`src/rtl/nor_result_scoreboard.sv`:
```
// Per-cycle checker for a 2-input NOR stage: counts samples, mismatches and the
// longest mismatch run over an N_SAMPLES window, and latches the first bad index.
module nor_result_scoreboard #(
  parameter int CNT_W     = 16,
  parameter int N_SAMPLES = 200
) (
  input  logic             clk,
  input  logic             reset,
  input  logic             start,
  input  logic             abort,
  input  logic             out_ref,
  input  logic             out_dut,
  output logic             busy,
  output logic             done,
  output logic             pass,
  output logic             mismatch,
  output logic [CNT_W-1:0] sample_count,
  output logic [CNT_W-1:0] err_count,
  output logic [CNT_W-1:0] max_run,
  output logic [CNT_W-1:0] first_err_idx,
  output logic             first_err_valid
);

  localparam logic [1:0]       ST_IDLE  = 2'd0;
  localparam logic [1:0]       ST_RUN   = 2'd1;
  localparam logic [1:0]       ST_DONE  = 2'd2;
  localparam logic [CNT_W-1:0] LAST_CNT = CNT_W'(N_SAMPLES);

  logic [1:0]       state;
  logic [CNT_W-1:0] run_len;
  logic             miss_p0;
  logic [CNT_W-1:0] cnt_next_p0;
  logic [CNT_W-1:0] err_next_p0;
  logic [CNT_W-1:0] run_next_p0;

  function automatic logic [CNT_W-1:0] umax(input logic [CNT_W-1:0] a,
                                            input logic [CNT_W-1:0] b);
    return (a > b) ? a : b;
  endfunction

  // p0: compare the incoming pair and form next counter values
  always_comb begin
    miss_p0     = out_ref ^ out_dut;
    cnt_next_p0 = sample_count + CNT_W'(1);
    err_next_p0 = err_count + CNT_W'(miss_p0);
    run_next_p0 = miss_p0 ? (run_len + CNT_W'(1)) : '0;
  end

  // p1: registered state and statistics
  always_ff @(posedge clk) begin
    if (reset) begin
      state           <= ST_IDLE;
      busy            <= 1'b0;
      done            <= 1'b0;
      pass            <= 1'b0;
      mismatch        <= 1'b0;
      first_err_valid <= 1'b0;
      sample_count    <= '0;
      err_count       <= '0;
      max_run         <= '0;
      first_err_idx   <= '0;
      run_len         <= '0;
    end else begin
      case (state)
        ST_RUN: begin
          if (abort) begin
            // Abort drops this edge's sample and leaves counts readable in IDLE
            state    <= ST_IDLE;
            busy     <= 1'b0;
            mismatch <= 1'b0;
          end else begin
            sample_count <= cnt_next_p0;
            err_count    <= err_next_p0;
            run_len      <= run_next_p0;
            max_run      <= umax(max_run, run_next_p0);
            mismatch     <= miss_p0;
            if (miss_p0 && !first_err_valid) begin
              first_err_idx   <= sample_count;
              first_err_valid <= 1'b1;
            end
            if (cnt_next_p0 == LAST_CNT) begin
              state <= ST_DONE;
              busy  <= 1'b0;
              done  <= 1'b1;
              pass  <= (err_next_p0 == '0);
            end
          end
        end
        default: begin
          mismatch <= 1'b0;
          if (start) begin
            state           <= ST_RUN;
            busy            <= 1'b1;
            done            <= 1'b0;
            pass            <= 1'b0;
            first_err_valid <= 1'b0;
            sample_count    <= '0;
            err_count       <= '0;
            max_run         <= '0;
            first_err_idx   <= '0;
            run_len         <= '0;
          end
        end
      endcase
    end
  end

endmodule

```
`config.mk`:
```
export PLATFORM = sky130hd
export DESIGN_NAME = nor_result_scoreboard
export DESIGN_NICKNAME = d
export VERILOG_FILES = /design/src/rtl/nor_result_scoreboard.sv
export SDC_FILE = /design/constraint.sdc
export NUM_CORES = 1
export LEC_CHECK = 0
export ABC_AREA = 0
export BUFFER_PORTS_ARGS = -buffer_cell sky130_fd_sc_hd__buf_2
export CORE_MARGIN = 1
export CORE_UTILIZATION = 45
export CTS_CLUSTER_DIAMETER = 40
export DETAILED_ROUTE_END_ITERATION = 7
export PLACE_DENSITY = 0.7
export SYNTH_ARGS = -nofsm -noshare
export SYNTH_HDL_FRONTEND = slang
export SYNTH_SLANG_ARGS = --single-unit
```
`constraint.sdc`:
```
create_clock -name clk -period 5.9 [get_ports clk]
set_input_delay 0.885 -clock clk [delete_from_list [all_inputs] [get_ports clk]]
set_output_delay 0.885 -clock clk [all_outputs]
set_load 0.03 [all_outputs]
```
==> run metrics <==
outcome=completed; H-Tree Level Count=3; commonest cells in the synthesized netlist=dfxtp_1 (86), nor2_1 (66), nand2_1 (64); crit path cell chain=ha_1 > nand3_1 > or3_1 > a21oi_1 > inv_1 > ha_1 > a21o_1 > a21oi_1 > nand2_1 > o31ai_4 > mux2i_1; Leakage=about 2.1 nW; Worst-Skew Late Latency=~360 ps; hold_sp=first_err_idx[7]$_SDFFE_PP0P_; max_cap viols=0; grt ovf=0; port bufs=74; CP required=just over 6000 ps; Hold Crit Depth=2; worst vdd ir=just over 0.1 mV; DP Wirelength=slightly below 8 mm; WP depth=11; Slew @ Worst Pin=just over 1000 ps; worst reg2reg path depth=11; register area share after synthesis=0.3614; hold buffers post-CTS=0; CTS clk-pin slew, worst paths=90 ps; Core ar.=10280 sq um; number of diodes=0; Power Total=about 1.1 mW; post-route ant nets=0; r2r endpoint=max_run[8]$_SDFFE_PP0P_; Area Overhead vs Synth=12.71%; Fin. Hold Viols=0; Initial DRC Count=approximately 290; RSZ-0062 raised after global routing=no; Crit path largest cell delay=~860 ps; fin crit share=0.6213; routability congestion estimate=approximately 0.84; Worst EP arrival=approximately 4000 ps; clk sinks=86; number of global-route vias before repair=roughly 4100; pin count of the biggest net entering global routing=about 90; Final min period=about 3700 ps; top cells by area, synth=dfxtp_1 (36%), a21oi_1 (5.3%), ha_1 (5.3%); cell family with the largest share of critical-path delay=compound AO/OA/AOI/OAI gates; ratio of cells with drive above 1 in the final layout=0.1652; Seq cells post-synth=86; Hold Crit Class=flop to flop; Die Area=roughly 11000 sq um; initial antenna violation count=0; Final nets=~680; CP max stage cell=o31ai_4; Final setup viols=0; startpoint types=flop; Initial Util=0.4635; Power per Cell Area=200.8 nW/um^2; crit path buf inv count=1; chip height=104.9 um; top-count cell post-synth=dfxtp_1; Slew Limit Fails=0; Rows=37; CTS tree=yes; CP max FO=16; R2R Path Start=run_len[0]$_SDFFE_PP0P_; DRC=0; syn_area_per_cell=7.834 sq um; drt pass-1 iters=4; Clock Path Buffers=2; via count=approximately 4500; Net Count, Synth=between 600 and 700; crit path to=max_run[8]$_SDFFE_PP0P_; first-pass GRT wire length=19.69 mm; Crit Path Category=flop to flop; nature of the critical path endpoint=flop; Layout Skew=approximately 8 ps; fmax=between 200 and 300 MHz; mapped cell area=approximately 4800 sq um; Critical Path Source=run_len[0]$_SDFFE_PP0P_; overall routing resource usage=0.2171; Avg WL per Cell=~15 um; Synth Flop Type=dfxtp_1; Synth top area share=0.3614; synth warn=0; post-route setup TNS=0 ps; async set-reset flop share out of synthesis=0; Die Wd=roughly 100 um; reg-to-reg setup timing slack=roughly 2200 ps; Yosys cell types=50; root buf cell=clkbuf_8; PostCTS Resize Cnt=0; via/cell ratio=between 5 and 6; Yosys top cell by area=dfxtp_1; Post-synth EDFFs=0; Routed WL=between 10 and 15 mm; Post-CTS Setup Bufs=0; io pins=75; Mapped Cells=~610; total CTS buffers=9; max_slew headroom=0.3186
[flip-flops by register name, summed over array words and instances (netlist names)]
signal and cells:
err_count 16, first_err_idx 16, state 2, first_err_valid 1, pass 1, run_len 16
max_run 16, done 1, sample_count 16, mismatch 1
[through the flow]
step | cell area (sq um) | instances | utilization | setup WS, ps | hold slack, ps
floorplan | 4763 | 608 | - | 2088 | 453.1
global placement | 5194 | 781 | 0.5054 | 2219 | 449.2
detailed placement | 5194 | 781 | 0.5054 | 2069 | 455.3
CTS | 5369 | 796 | 0.5224 | 2252 | 467.7
global route | 5369 | 796 | 0.5224 | 1949 | 484.9
finish | 5369 | 796 | 0.5224 | 2235 | 465.8
[metal layers]
layer  global-route usage  vias to the layer above  routed length [um]
met5                    0                        -                   0
met4              0.08853                        0                 240
met3              0.02682                       20                 493
met2               0.3633                      104                5662
met1               0.2829                     2157                5424
li1                     -                     2261                   -
[placed cells by master (no fill, tap or decap), types with 6 or more instances in the layout]
master	netlist	routed
nand3_1	37	37
dfxtp_1	86	86
buf_2	3	74
a22oi_1	21	21
nor2_1	66	65
nor4_1	6	6
inv_1	22	22
and3_1	7	7
nor3_1	16	16
a21oi_1	50	49
mux2i_1	21	21
nand2b_1	18	18
ha_1	20	20
nand4_1	17	17
buf_4	0	7
or3_1	8	8
a21o_1	7	7
xor2_1	9	9
o21ai_0	20	20
a311oi_1	11	11
clkbuf_8	0	11
xnor2_1	14	14
nand2_1	64	64
[layout make-up]
class | count | area, sq um
clock buffers | 12 | 155.1
clock inverters | 3 | 20.02
fillers | 1028 | 4908
inverters | 22 | 82.58
multi-input cells | 456 | 2796
flip-flops and latches | 86 | 1722
well taps | 136 | 170.2
repair buffers | 81 | 422.9
[cell families after synthesis]
| kind of cell | after synthesis | synth area share |
|---|---|---|
| AND/OR/NAND/NOR | 260 | 0.2653 |
| adder cells (fa/ha/maj) | 20 | 0.05253 |
| buffers and inverters | 66 | 0.05463 |
| AO/OA/AOI/OAI | 131 | 0.1773 |
| multiplexers | 22 | 0.04649 |
| XOR/XNOR | 23 | 0.04229 |
| flip-flops | 86 | 0.3614 |
[worst min-delay path, cell delays in order, from the launching register on]
cell	delay (ps)
dfxtp_1	320
nand3_1	60
a21oi_1	50
[worst min-delay path by stage]
stage                                                to
after CTS                 first_err_idx[7]$_SDFFE_PP0P_
after global placement                done$_SDFFE_PP0P_
after detailed placement  first_err_idx[7]$_SDFFE_PP0P_
final                     first_err_idx[7]$_SDFFE_PP0P_
after floorplan                   state[1]$_SDFFE_PP0P_
after global routing      first_err_idx[7]$_SDFFE_PP0P_
[power breakdown]
group          switching [mW]  internal (mW)  leakage, nW
combinational          0.0714         0.0319         1.33
sequential            0.00357          0.583        0.693
clock                   0.215          0.173       0.0845
total                   0.290          0.788         2.11
Note: power is estimated with default switching activity, not from simulation.
